[src/rtl/trng_collector.sv]
// trng_collector
//   Turns the raw synchronized bit stream of a ring-oscillator bank into
//   WIDTH-bit words with a valid/ready handshake. It guards the stream with a
//   repetition-count health test.
//
//   Flow: IDLE -> WARMUP (the oscillators settle for WARMUP cycles once the
//   enable chain reports ready) -> COLLECT (shift in WIDTH bits) -> HOLD
//   (present the word until it is taken). A run of REP_MAX identical samples
//   parks the block in FAIL until clear_fail_i is pulsed.
//
// Ports
//   clk            system clock, rising edge
//   rst            asynchronous reset, active low
//   start_i        level request to collect words
//   ro_enable_o    enable for the oscillator bank
//   ro_ready_i     oscillator bank reports its whole enable chain active
//   rnd_i          raw random bit, already synchronized
//   data_o         assembled word (WIDTH bits)
//   valid_o        data_o holds a complete word
//   ready_i        consumer accepts the word
//   health_fail_o  set while the health test has tripped
//   clear_fail_i   one-cycle pulse that leaves the failure state
module trng_collector #(
  parameter int WIDTH   = 32,
  parameter int WARMUP  = 16,
  parameter int REP_MAX = 32
) (
  input  logic             clk,
  input  logic             rst,
  input  logic             start_i,
  output logic             ro_enable_o,
  input  logic             ro_ready_i,
  input  logic             rnd_i,
  output logic [WIDTH-1:0] data_o,
  output logic             valid_o,
  input  logic             ready_i,
  output logic             health_fail_o,
  input  logic             clear_fail_i
);

  localparam int BIT_W = $clog2(WIDTH + 1);
  localparam logic [BIT_W-1:0] BIT_LAST  = BIT_W'(WIDTH - 1);
  localparam logic [7:0]       WARM_LAST = 8'(WARMUP - 1);
  localparam logic [7:0]       REP_LIM   = 8'(REP_MAX);

  typedef enum logic [2:0] {
    S_IDLE,
    S_WARMUP,
    S_COLLECT,
    S_HOLD,
    S_FAIL
  } state_t;

  state_t           state, state_nxt;
  logic [7:0]       warm_cnt, warm_cnt_nxt;
  logic [BIT_W-1:0] bit_cnt, bit_cnt_nxt;
  logic [7:0]       rep_cnt, rep_cnt_nxt;
  logic             last_bit, last_bit_nxt;
  logic [WIDTH-1:0] data_nxt;
  logic [7:0]       rep_sample;

  // Repetition count after accepting one more sample. A zero count marks a
  // fresh session, so the next sample opens a new run.
  // The count saturates at the cutoff.
  function automatic logic [7:0] rep_step(input logic [7:0] cnt, input logic same);
    if (cnt == 8'd0 || !same) begin
      return 8'd1;
    end else if (cnt >= REP_LIM) begin
      return REP_LIM;
    end else begin
      return cnt + 8'd1;
    end
  endfunction

  assign rep_sample = rep_step(rep_cnt, rnd_i == last_bit);

  always_comb begin
    state_nxt     = state;
    warm_cnt_nxt  = warm_cnt;
    bit_cnt_nxt   = bit_cnt;
    rep_cnt_nxt   = rep_cnt;
    last_bit_nxt  = last_bit;
    data_nxt      = data_o;
    ro_enable_o   = 1'b0;
    valid_o       = 1'b0;
    health_fail_o = 1'b0;

    case (state)
      S_IDLE: begin
        warm_cnt_nxt = '0;
        bit_cnt_nxt  = '0;
        rep_cnt_nxt  = '0;
        last_bit_nxt = 1'b0;
        if (start_i) begin
          state_nxt = S_WARMUP;
        end
      end

      S_WARMUP: begin
        ro_enable_o = 1'b1;
        bit_cnt_nxt = '0;
        rep_cnt_nxt = '0;
        if (!start_i) begin
          state_nxt    = S_IDLE;
          warm_cnt_nxt = '0;
        end else if (ro_ready_i) begin
          if (warm_cnt == WARM_LAST) begin
            state_nxt    = S_COLLECT;
            warm_cnt_nxt = '0;
          end else begin
            warm_cnt_nxt = warm_cnt + 8'd1;
          end
        end else begin
          // The settle time only counts while the whole chain is up.
          warm_cnt_nxt = '0;
        end
      end

      S_COLLECT: begin
        ro_enable_o = 1'b1;
        if (!start_i) begin
          // An abort takes no sample and drops the partial word.
          state_nxt   = S_IDLE;
          bit_cnt_nxt = '0;
          rep_cnt_nxt = '0;
          data_nxt    = '0;
        end else begin
          data_nxt     = {data_o[WIDTH-2:0], rnd_i};
          rep_cnt_nxt  = rep_sample;
          last_bit_nxt = rnd_i;
          if (rep_sample >= REP_LIM) begin
            // A health failure beats word completion on the same sample.
            state_nxt   = S_FAIL;
            bit_cnt_nxt = '0;
            data_nxt    = '0;
          end else if (bit_cnt == BIT_LAST) begin
            state_nxt   = S_HOLD;
            bit_cnt_nxt = '0;
          end else begin
            bit_cnt_nxt = bit_cnt + 1'b1;
          end
        end
      end

      S_HOLD: begin
        ro_enable_o = 1'b1;
        valid_o     = 1'b1;
        if (ready_i) begin
          // The repetition state carries over into the next word of the session.
          bit_cnt_nxt = '0;
          state_nxt   = start_i ? S_COLLECT : S_IDLE;
        end
      end

      S_FAIL: begin
        health_fail_o = 1'b1;
        if (clear_fail_i) begin
          state_nxt = S_IDLE;
        end
      end

      default: begin
        state_nxt = S_IDLE;
      end
    endcase
  end

  always_ff @(posedge clk or negedge rst) begin
    if (!rst) begin
      state    <= S_IDLE;
      warm_cnt <= '0;
      bit_cnt  <= '0;
      rep_cnt  <= '0;
      last_bit <= 1'b0;
      data_o   <= '0;
    end else begin
      state    <= state_nxt;
      warm_cnt <= warm_cnt_nxt;
      bit_cnt  <= bit_cnt_nxt;
      rep_cnt  <= rep_cnt_nxt;
      last_bit <= last_bit_nxt;
      data_o   <= data_nxt;
    end
  end

endmodule

[config.mk]
export PLATFORM = sky130hd
export DESIGN_NAME = trng_collector
export DESIGN_NICKNAME = d
export VERILOG_FILES = /design/src/rtl/trng_collector.sv
export SDC_FILE = /design/constraint.sdc
export NUM_CORES = 1
export LEC_CHECK = 0
export CAP_MARGIN = 20
export CORE_MARGIN = 2
export CORE_UTILIZATION = 57
export DETAILED_ROUTE_END_ITERATION = 8
export PLACE_DENSITY = 0.83
export RECOVER_POWER = 50
export SYNTH_ARGS = -nofsm -noshare
export SYNTH_HDL_FRONTEND = slang
export SYNTH_SLANG_ARGS = --single-unit
export TNS_END_PERCENT = 100
[constraint.sdc]
create_clock -name clk -period 4.42 [get_ports clk]
set_clock_uncertainty 0.15 [all_clocks]
set_input_delay 0.663 -clock clk [delete_from_list [all_inputs] [get_ports clk]]
set_output_delay 0.663 -clock clk [all_outputs]
set_load 0.02 [all_outputs]
After elaboration in Yosys (flattened, before gate mapping)
Cells that the tools add are included.
- $add $sub $neg: 3
- magnitude comparators: 2
- equal/unequal tests: 14
- multiplexer cells: 31
- reductions and logical operators: 13
- operators by type and width (cell ; number):
    $mux W32 ; 2
    $mux W8 ; 6
    $pmux W8 S2 ; 2
    $mux W3 ; 9
    $mux W6 ; 4
    $pmux W6 S3 ; 1
    $add A8 B1 Y8 const B ; 2
    $ge A8 B6 Y1 const B ; 2
    $pmux W3 S5 ; 1
    $eq A8 B4 Y1 const B ; 1
    $logic_not A8 Y1 ; 1
    $ne A2 B2 Y1 const B ; 4
    $add A6 B1 Y6 const B ; 1
    $eq A3 B2 Y1 const B ; 2
    $eq A6 B5 Y1 const B ; 1
    $ne A3 B3 Y1 const B ; 2
    $reduce_and A6 Y1 ; 1
    $reduce_bool A2 Y1 ; 3
    $mux W1 ; 4
    $ne A4 B4 Y1 const B ; 1
    $reduce_and A2 Y1 ; 2
    $eq A3 B1 Y1 const B ; 1
    $eq A3 B3 Y1 const B ; 1
    $logic_not A3 Y1 ; 1
    8 further kinds ; 8
- bits in registers: 58
- output and inout port bits: 35
- logic and storage cells: 69

Depth between registers and ports, before layout
Gate-level depths: netlist of run 1.
- depth after elaboration: 8
- gate-level depth with buffers: 7
- depth with buffers taken out: 7

Least setup slack after synthesis of run 1
OpenSTA, ideal clock, no wires.
- path type: flip-flop to flip-flop
- from: register bit_cnt[0]
- to: register bit_cnt[3]
- arrival: 1520 ps
- data required time: 4149 ps
- path slack: 2629 ps
- stages on the path, launching flop included: 6
- path buffers: 0
- clock period less this slack: 1791 ps
- cells stage by stage: dfrtp_1 > ha_1 > inv_1 > or4_4 > a31o_1 > a22o_1
- cells in the longest elaborated chain, start to end: 5
- elaborated cells on any way between the ends: 6
- RTL lines (what ; line ; source):
    start: declaration ; 56 ; logic [BIT_W-1:0] bit_cnt, bit_cnt_nxt;
    start signal: assignment ; 179 ; bit_cnt <= bit_cnt_nxt;
    $add A6 B1 Y6 or $eq A6 B5 Y1 (tied branches) ; 140, 136 ;
    $mux W6 * ; 136 ; end else if (bit_cnt == BIT_LAST) begin
    $mux W6 * ; 131 ; if (rep_sample >= REP_LIM) begin
    $mux W6 * ; 121 ; if (!start_i) begin
    $pmux W6 S3 * ; 88 ; case (state)
Every way passes the cells marked *; elsewhere a longest branch is shown, timed or not.
A chain may end at the register's enable or synchronous reset.

Worst setup path after layout of run 1
- from: input start_i
- to: register data_o[11]
- cells in the longest elaborated chain, start to end: 1
- RTL lines (what ; line ; source):
    start: declaration ; 30 ; input logic start_i,
    $mux W32 ; 121 ;
    end signal: assignment ; 182 ; data_o <= data_nxt;
    end: declaration ; 34 ; output logic [WIDTH-1:0] data_o,
Every way passes these cells.

==> results.toml, run 1 <==
[outcome]
status = "finished, final reports clean"

[finish]
fin_util = 0.729
nFillCells = 322
syn_to_final_growth_pct = 23.8
final_cells = 323
diodes = 0
drive_gt1_frac = 0.0849
fin_nets = 278

[timing]
setup_viol = 0
setup_ws_ns = 1.74
fin_crit_ns = 2.68
drv_slew = 0
rsz0062_at_grt = "false"
maxSlewHeadroom = 0.301
finalHoldViolCount = 0
fmax_mhz = 373
setup_tns_ns = 0
fin_crit_sh = 0.607
tightest_slew_ns = 1.05

[global_route]
grt_pass1_wl_um = 8870
grt_max_degree = 42
grt_overflow = 0
antenna_found_initial = 0
grt_pass1_vias = 1887
track_usage = 0.227

[synth]
synth_flop_cell = "dfrtp_1"
async_flop_share = 1.00
synth_seq_area_share = 0.570
synth_area_leader_cell = "dfrtp_1"
synth_common_cells = "dfrtp_1 (58), a22o_1 (37), nand2_1 (21)"
synth_area_per_cell_um2 = 11.4
yosysMostFrequentCell = "dfrtp_1"
yosysWarnings = 0
ys_ff_latch = 58
syn-cell-area_mm2 = 0.00255
ys_types = 46
netlist_instances = 224
synth-edff-count = 0
synth_top_area_share = 0.570
synthTopCellsByArea = "dfrtp_1 (57%), a22o_1 (13%), nand2_1 (3.1%)"
synth_nets = 235

[die]
die_y_um = 70.8
floorplan.die_area_mm2 = 0.00502
start_util = 0.589
num_io_pins = 42
core_area_mm2 = 0.00432
rows = 24
fp.dieW_um = 70.8

[clocking]
cts_resized = 0
cts_inserted_buffers = 9
clk_pin_slew_ns = 0.06
clockRootBuffer = "clkbuf_8"
numClockSinks = 58
ctsHoldBuffers = 0
h-tree-depth = 3
cts_tree = "built"
cts.path.max_buffers = 2
post_cts_buffers = 0
insertion_delay_ns = 0.33

[worst_setup_path]
cp_data_arrival_time_ns = 2.80
path_class = "primary input to register"
end_kind = "register"
start_kind = "primary input"
critPathRequiredTime_ns = 4.54
crit_fanout = 24
ff2ff_path_depth = 4

[place]
dpl.hpwl_um = 3350
portBuffers = 41
place_inst = 308
place_congestion = 0.798
dp_slack_ns = 1.47

[route]
drtIter0Drc = 150
wire_per_inst_um = 15.3
dr.pass1.iters = 4
wl_met2_um = 2390
vias_per_cell = 5.95
drc = 0
routed_wirelength_um = 4960
wl_met1_um = 2220
wl_met3_um = 266
vias = 1922
ant_nets = 0
top_layer_used = "met4"

[power]
vdd_drop_max_uv = 335
power_density_mw_per_mm2 = 430
total_power_w = 0.00135
p_leak_nw = 1.44

[flow_run]
cap_violations = 0

[min_path]
hold_path_class = "primary input to async pin"
metrics by stage:
step           hold WS, ns  area (µm²)
6_report             0.300        3150
5_1_grt              0.374        3150
4_1_cts             0.0988        3150
3_5_place_dp         0.340        2970
3_3_place_gp         0.340        2970
2_1_floorplan        0.217        2550
placed cells by master, fill, tap and decap left out, types with 4 or more instances in the layout:
cell / instances
o21ai_0: 8
inv_1: 6
a21oi_1: 4
ha_1: 4
nor2_1: 18
clkdlybuf4s50_1: 38
dfrtp_1: 58
a22o_1: 37
o31ai_1: 4
clkbuf_8: 10
xor2_1: 5
nand2_1: 21
nand3_1: 7
area by class of cell:
cell class	count	area [µm²]	share of cell area
Sequential cell	58	1450	0.460
Multi-Input combinational cell	147	1000	0.318
Timing Repair Buffer	43	419	0.133
Clock buffer	12	145	0.0460
Tap cell	52	65.1	0.0206
Clock inverter	3	40.0	0.0127
Inverter	8	30.0	0.00952
kinds of logic (layout without fill, tap and decap cells):
family,after synthesis,after routing,synth area share
AO/OA/AOI/OAI,70,70,0.213
XOR/XNOR,7,7,0.0241
buffers and inverters,19,66,0.0364
adder cells (fa/ha/maj),4,4,0.0197
flip-flops,58,58,0.570
multiplexers,2,2,0.00835
AND/OR/NAND/NOR,64,64,0.129
metal layers:
metal	track usage	vias to the layer above
met5	0	-
met4	0.0881	0
met3	0.0655	10
met2	0.354	55
met1	0.304	945
li1	-	912
state kept, by name, summed over array words and instances (netlist names):
register  flops
bit_cnt       6
last_bit      1
rep_cnt       8
warm_cnt      8
state         3
data_o       32
worst max-delay path: stages:
cell,delay [ns]
dlygate4sd3_1,0.65
and4bb_2,0.30
o21a_1,0.64
buf_4,0.37
a22o_1,0.17
power breakdown:
part | switching (W) | internal, W | leakage [nW]
registers | 0.0000448 | 0.000566 | 0.805
logic | 0.000171 | 0.000112 | 0.541
clock network | 0.000189 | 0.000271 | 0.0962
total | 0.000405 | 0.000950 | 1.44
final timing paths:
check                      slack [ns]                     end                    from
hold / removal                   0.30  data_o[22]$_DFFE_PN0P_                     rst
hold reg to reg                  0.36  bit_cnt[0]$_DFFE_PN0P_  bit_cnt[0]$_DFFE_PN0P_
setup reg to reg                 2.10  data_o[11]$_DFFE_PN0P_    state[2]$_DFFE_PN0P_
max in group asynchronous        2.77   data_o[5]$_DFFE_PN0P_                     rst
min in group clk                 0.36  bit_cnt[0]$_DFFE_PN0P_  bit_cnt[0]$_DFFE_PN0P_
setup / recovery                 1.74  data_o[11]$_DFFE_PN0P_                 start_i
No activity file was read; power rests on OpenSTA's default activity.
==> inputs of run 2 (changes only) <==
--- a/config.mk
+++ b/config.mk
@@ -7,9 +7,9 @@
 export LEC_CHECK = 0
 export CAP_MARGIN = 20
 export CORE_MARGIN = 2
-export CORE_UTILIZATION = 57
+export CORE_UTILIZATION = 53
 export DETAILED_ROUTE_END_ITERATION = 8
-export PLACE_DENSITY = 0.83
+export PLACE_DENSITY = 0.77
 export RECOVER_POWER = 50
 export SYNTH_ARGS = -nofsm -noshare
 export SYNTH_HDL_FRONTEND = slang
==> constraint.sdc (replaced) <==
create_clock -name clk -period 2.8 [get_ports clk]
set_clock_uncertainty 0.15 [all_clocks]
set_input_delay 0.42 -clock clk [delete_from_list [all_inputs] [get_ports clk]]
set_output_delay 0.42 -clock clk [all_outputs]
set_load 0.02 [all_outputs]
==> run 2 against run 1 <==
Effect of this change:
- sequential power grew 59%
- first-iteration DRC count shrank 9.3%
- worst setup slack lost 1.3 ns
- die area grew 7.1%
- sequential cell count is the same
- largest cell class unchanged
- largest power group unchanged
- highest routed layer unchanged
==> results.toml, run 2 (synthesis gave the netlist of run 1 again) <==
[finish]
largest_register_ffs = 32
top_regs = "data_o x32, rep_cnt x8, warm_cnt x8"
syn_to_final_growth_pct = 25.9
fin_util = 0.683
fin_nets = 281
regMostFlops = "data_o"
diodes = 0
nFillCells = 355
final_common_cell = "dfrtp_1"
fin_area_mm2 = 0.00321
layout_common_cells = "dfrtp_1 (58), clkdlybuf4s50_1 (38), a22o_1 (37)"
drive_gt1_frac = 0.0876

[global_route]
antenna_found_initial = 0
grt_pass1_vias = 1796
grt_overflow = 0
grt_max_degree = 33
grt_pass1_wl_um = 8390
track_usage = 0.207

[clocking]
h-tree-depth = 3
insertion_delay_ns = 0.33
post_cts_buffers = 0
cts_resized = 0
cts_inserted_buffers = 9
cts_tree = "built"
clk_pin_slew_ns = 0.07
clockRootBuffer = "clkbuf_8"
numClockSinks = 58
cts.path.max_buffers = 2
ctsHoldBuffers = 1

[route]
drc = 0
ant_nets = 0
routed_wirelength_um = 4950
wl_met2_um = 2280
drtIter0Drc = 136
dr.pass1.iters = 4
vias = 1908
wl_met1_um = 2370
wire_per_inst_um = 15.1
vias_per_cell = 5.82
wl_met3_um = 218
top_layer_used = "met4"

[die]
start_util = 0.543
rows = 25
die_y_um = 73.3
num_io_pins = 42
floorplan.die_area_mm2 = 0.00537
fp.dieW_um = 73.3
core_area_mm2 = 0.00469

[worst_setup_path]
end_kind = "primary output"
path_class = "register to primary output"
start_kind = "register"
cp_data_arrival_time_ns = 1.83
crit_fanout = 11
critPathRequiredTime_ns = 2.23

[timing]
fmax_mhz = 416
fin_crit_sh = 0.858
rsz0062_at_grt = "false"
timing.hold.ws_ns = 0.355
maxSlewHeadroom = 0.00562
tightest_slew_ns = 1.49
setup_tns_ns = 0
fin_crit_ns = 2.40
setup_viol = 0
finalHoldViolCount = 0
drv_slew = 0

[power]
p_comb_frac = 0.208
internal_power_w = 0.00153
p_leak_nw = 1.47
clockPowerShare = 0.353
power_density_mw_per_mm2 = 688
vdd_drop_max_uv = 443
netSwitchingFraction = 0.304
seqPwrFrac = 0.440
total_power_w = 0.00221
p_switching_w = 0.000671

[min_path]
hold_path_class = "register to register"

[place]
dpl.hpwl_um = 3310
placed_area_mm2 = 0.00300
place_congestion = 0.838
portBuffers = 41

[flow_run]
cap_violations = 0

[outcome]
status = "finished, final reports clean"
-- run 2: cell count changes in the layout (fill, tap and decap cells not counted), moves of 2 or more --
cell,delta
and4bb_2,-2
and2_1,+3
and2_0,-3
and4bb_1,+2
-- run 2: critical path, cell delays in order (launching register included) --
cell and delay (ns):
dfrtp_1 0.49, nor2_1 0.22, nand2_1 0.11, inv_1 0.09
clkdlybuf4s50_1 0.60
-- run 2: metal layers --
layer | GRT usage | vias to the layer above
li1 | - | 919
met1 | 0.286 | 932
met2 | 0.307 | 49
met3 | 0.0562 | 8
met4 | 0.0970 | 0
met5 | 0 | -
-- run 2: path summary, 6_finish.rpt --
path                                   startpoint  cells past startpoint  slack, ns                     end
setup / recovery             state[1]$_DFFE_PN0P_                      4       0.40           health_fail_o
hold / removal             bit_cnt[0]$_DFFE_PN0P_                      1       0.36  bit_cnt[0]$_DFFE_PN0P_
setup reg to reg           rep_cnt[0]$_DFFE_PN0P_                      7       0.83  rep_cnt[4]$_DFFE_PN0P_
hold reg to reg            bit_cnt[0]$_DFFE_PN0P_                      1       0.36  bit_cnt[0]$_DFFE_PN0P_
max in group asynchronous                     rst                      2       0.80    state[2]$_DFFE_PN0P_
min in group asynchronous                     rst                      2       0.82  data_o[24]$_DFFE_PN0P_
-- run 2: layout make-up --
class,count,area [µm²],share of cell area
sequential,58,1450,0.453
multi-input combinational,147,1000,0.313
timing repair buffer,46,453,0.141
clock buffer,11,151,0.0472
tap,54,67.6,0.0211
clock inverter,4,51.3,0.0160
inverter,8,30.0,0.00936
-- run 2: power by group through the flow --
stage | logic [W] | registers, W | clock network (W)
5_1_grt | 0.000511 | 0.000977 | 0.000839
2_1_floorplan | 0.000303 | 0.000977 | 0
6_report | 0.000458 | 0.000969 | 0.000778
3_3_place_gp | 0.000454 | 0.000981 | 0
4_1_cts | 0.000470 | 0.000968 | 0.000791
3_5_place_dp | 0.000463 | 0.000982 | 0
-- run 2: stage by stage --
step           setup WS, ns  std cells
3_3_place_gp          0.552        312
6_report              0.398        328
5_1_grt               0.319        328
3_5_place_dp          0.528        312
2_1_floorplan          1.01        224
4_1_cts               0.389        328
==> inputs of run 3 (changes only) <==
--- a/config.mk
+++ b/config.mk
@@ -6,6 +6,7 @@
 export NUM_CORES = 1
 export LEC_CHECK = 0
 export CAP_MARGIN = 20
+export CORE_ASPECT_RATIO = 0.8
 export CORE_MARGIN = 2
 export CORE_UTILIZATION = 53
 export DETAILED_ROUTE_END_ITERATION = 8
==> run 3 against run 2 <==
Effect of this change:
- via count shrank 1.4%
- die area is essentially flat
- fmax grew 0.89%
==> results.toml, run 3 (synthesis gave the netlist of run 1 again) <==
[route]
routed_wirelength_um = 4930
wire_per_inst_um = 14.8
vias = 1881
ant_nets = 0
drc = 0
drtIter0Drc = 91
dr.pass1.iters = 4
vias_per_cell = 5.65

[finish]
layout_common_cells = "dfrtp_1 (58), clkdlybuf4s50_1 (38), a22o_1 (37)"
nFillCells = 341
diodes = 0
drive_gt1_frac = 0.0916
fin_area_mm2 = 0.00319
syn_to_final_growth_pct = 25.2
top_regs = "data_o x32, rep_cnt x8, warm_cnt x8"
regMostFlops = "data_o"
largest_register_ffs = 32
fin_nets = 279
final_common_cell = "dfrtp_1"

[clocking]
cts.path.max_buffers = 2
clk_pin_slew_ns = 0.06
h-tree-depth = 3
insertion_delay_ns = 0.33
cts_resized = 0
cts_tree = "built"
ctsHoldBuffers = 0
clockRootBuffer = "clkbuf_8"
numClockSinks = 58
cts_inserted_buffers = 9
post_cts_buffers = 0

[flow_run]
cap_violations = 0

[timing]
fin_crit_ns = 2.38
setup_viol = 0
maxSlewHeadroom = 0.0815
drv_slew = 0
tightest_slew_ns = 1.38
rsz0062_at_grt = "false"
fin_crit_sh = 0.850
setup_tns_ns = 0
finalHoldViolCount = 0
fmax_mhz = 420

[die]
start_util = 0.554
core_area_mm2 = 0.00460
rows = 22
die_y_um = 66.0
floorplan.die_area_mm2 = 0.00538
num_io_pins = 42
fp.dieW_um = 81.5

[worst_setup_path]
cp_data_arrival_time_ns = 2.50
regToRegSetupSlack_ns = 0.52
start_kind = "primary input"
startpoint = "start_i"
regToRegStartpoint = "state[2]$_DFFE_PN0P_"
r2r-end = "bit_cnt[3]$_DFFE_PN0P_"
end_kind = "register"
crit_fanout = 41
ff2ff_path_depth = 5
crit_path_end = "bit_cnt[3]$_DFFE_PN0P_"
path_class = "primary input to register"
critPathRequiredTime_ns = 2.92

[power]
power_density_mw_per_mm2 = 687
p_leak_nw = 1.46
p_switching_w = 0.000657
netSwitchingFraction = 0.300
clockPowerShare = 0.353
p_comb_frac = 0.206
seqPwrFrac = 0.441
internal_power_w = 0.00153
vdd_drop_max_uv = 488

[global_route]
grt_pass1_vias = 1722
antenna_found_initial = 0
grt_overflow = 0
track_usage = 0.208
grt_max_degree = 59
grt_pass1_wl_um = 8320

[outcome]
status = "finished, final reports clean"

[place]
dpl.hpwl_um = 3300
place_congestion = 0.797
placed_area_mm2 = 0.00300
portBuffers = 41

[min_path]
hold_path_class = "primary input to async pin"
## run 3: cell type report
class	count	area [µm²]	area share
clock buffers	12	155	0.0487
flip-flops and latches	58	1450	0.455
repair buffers	44	423	0.133
clock inverters	4	50.0	0.0157
well taps	60	75.1	0.0236
multi-input cells	147	1000	0.314
inverters	8	30.0	0.00942
## run 3: worst min-delay path by stage
stage | endpoint | cells after the start
6_report | rep_cnt[2]$_DFFE_PN0P_ | 2
5_1_grt | rep_cnt[4]$_DFFE_PN0P_ | 1
4_1_cts | rep_cnt[2]$_DFFE_PN0P_ | 2
3_5_place_dp | rep_cnt[5]$_DFFE_PN0P_ | 2
3_3_place_gp | rep_cnt[5]$_DFFE_PN0P_ | 2
2_1_floorplan | bit_cnt[0]$_DFFE_PN0P_ | 0
## run 3: metrics by stage
step                 util  setup WS, ns  hold slack [ns]  std cells  total power (W)
finish              0.693         0.420            0.325        333          0.00219
global route        0.693         0.266            0.389        333          0.00232
CTS                 0.697         0.433           0.0933        333          0.00223
detailed placement  0.652         0.570            0.341        317          0.00145
global placement    0.652         0.602            0.335        317          0.00144
floorplan               -          1.01          -0.0256        224          0.00128
## run 3: worst max-delay path, stage by stage
cell and delay (ns):
dlygate4sd3_1 0.62, and4bb_1 0.28, o21a_1 0.20, clkbuf_2 0.62, a31o_1 0.23, a22o_1 0.12
## run 3: power by group through the flow
stage	registers, W	logic, W	clock network [W]
2_1_floorplan	0.000977	0.000303	0
3_3_place_gp	0.000981	0.000459	0
3_5_place_dp	0.000980	0.000466	0
4_1_cts	0.000965	0.000468	0.000801
5_1_grt	0.000975	0.000505	0.000839
6_report	0.000966	0.000450	0.000774
## run 3: metal layers
metal,global-route usage,share of wire
met1,0.292,0.49
met3,0.0656,0.050
met5,0,0
met4,0.0826,0.012
met2,0.300,0.45
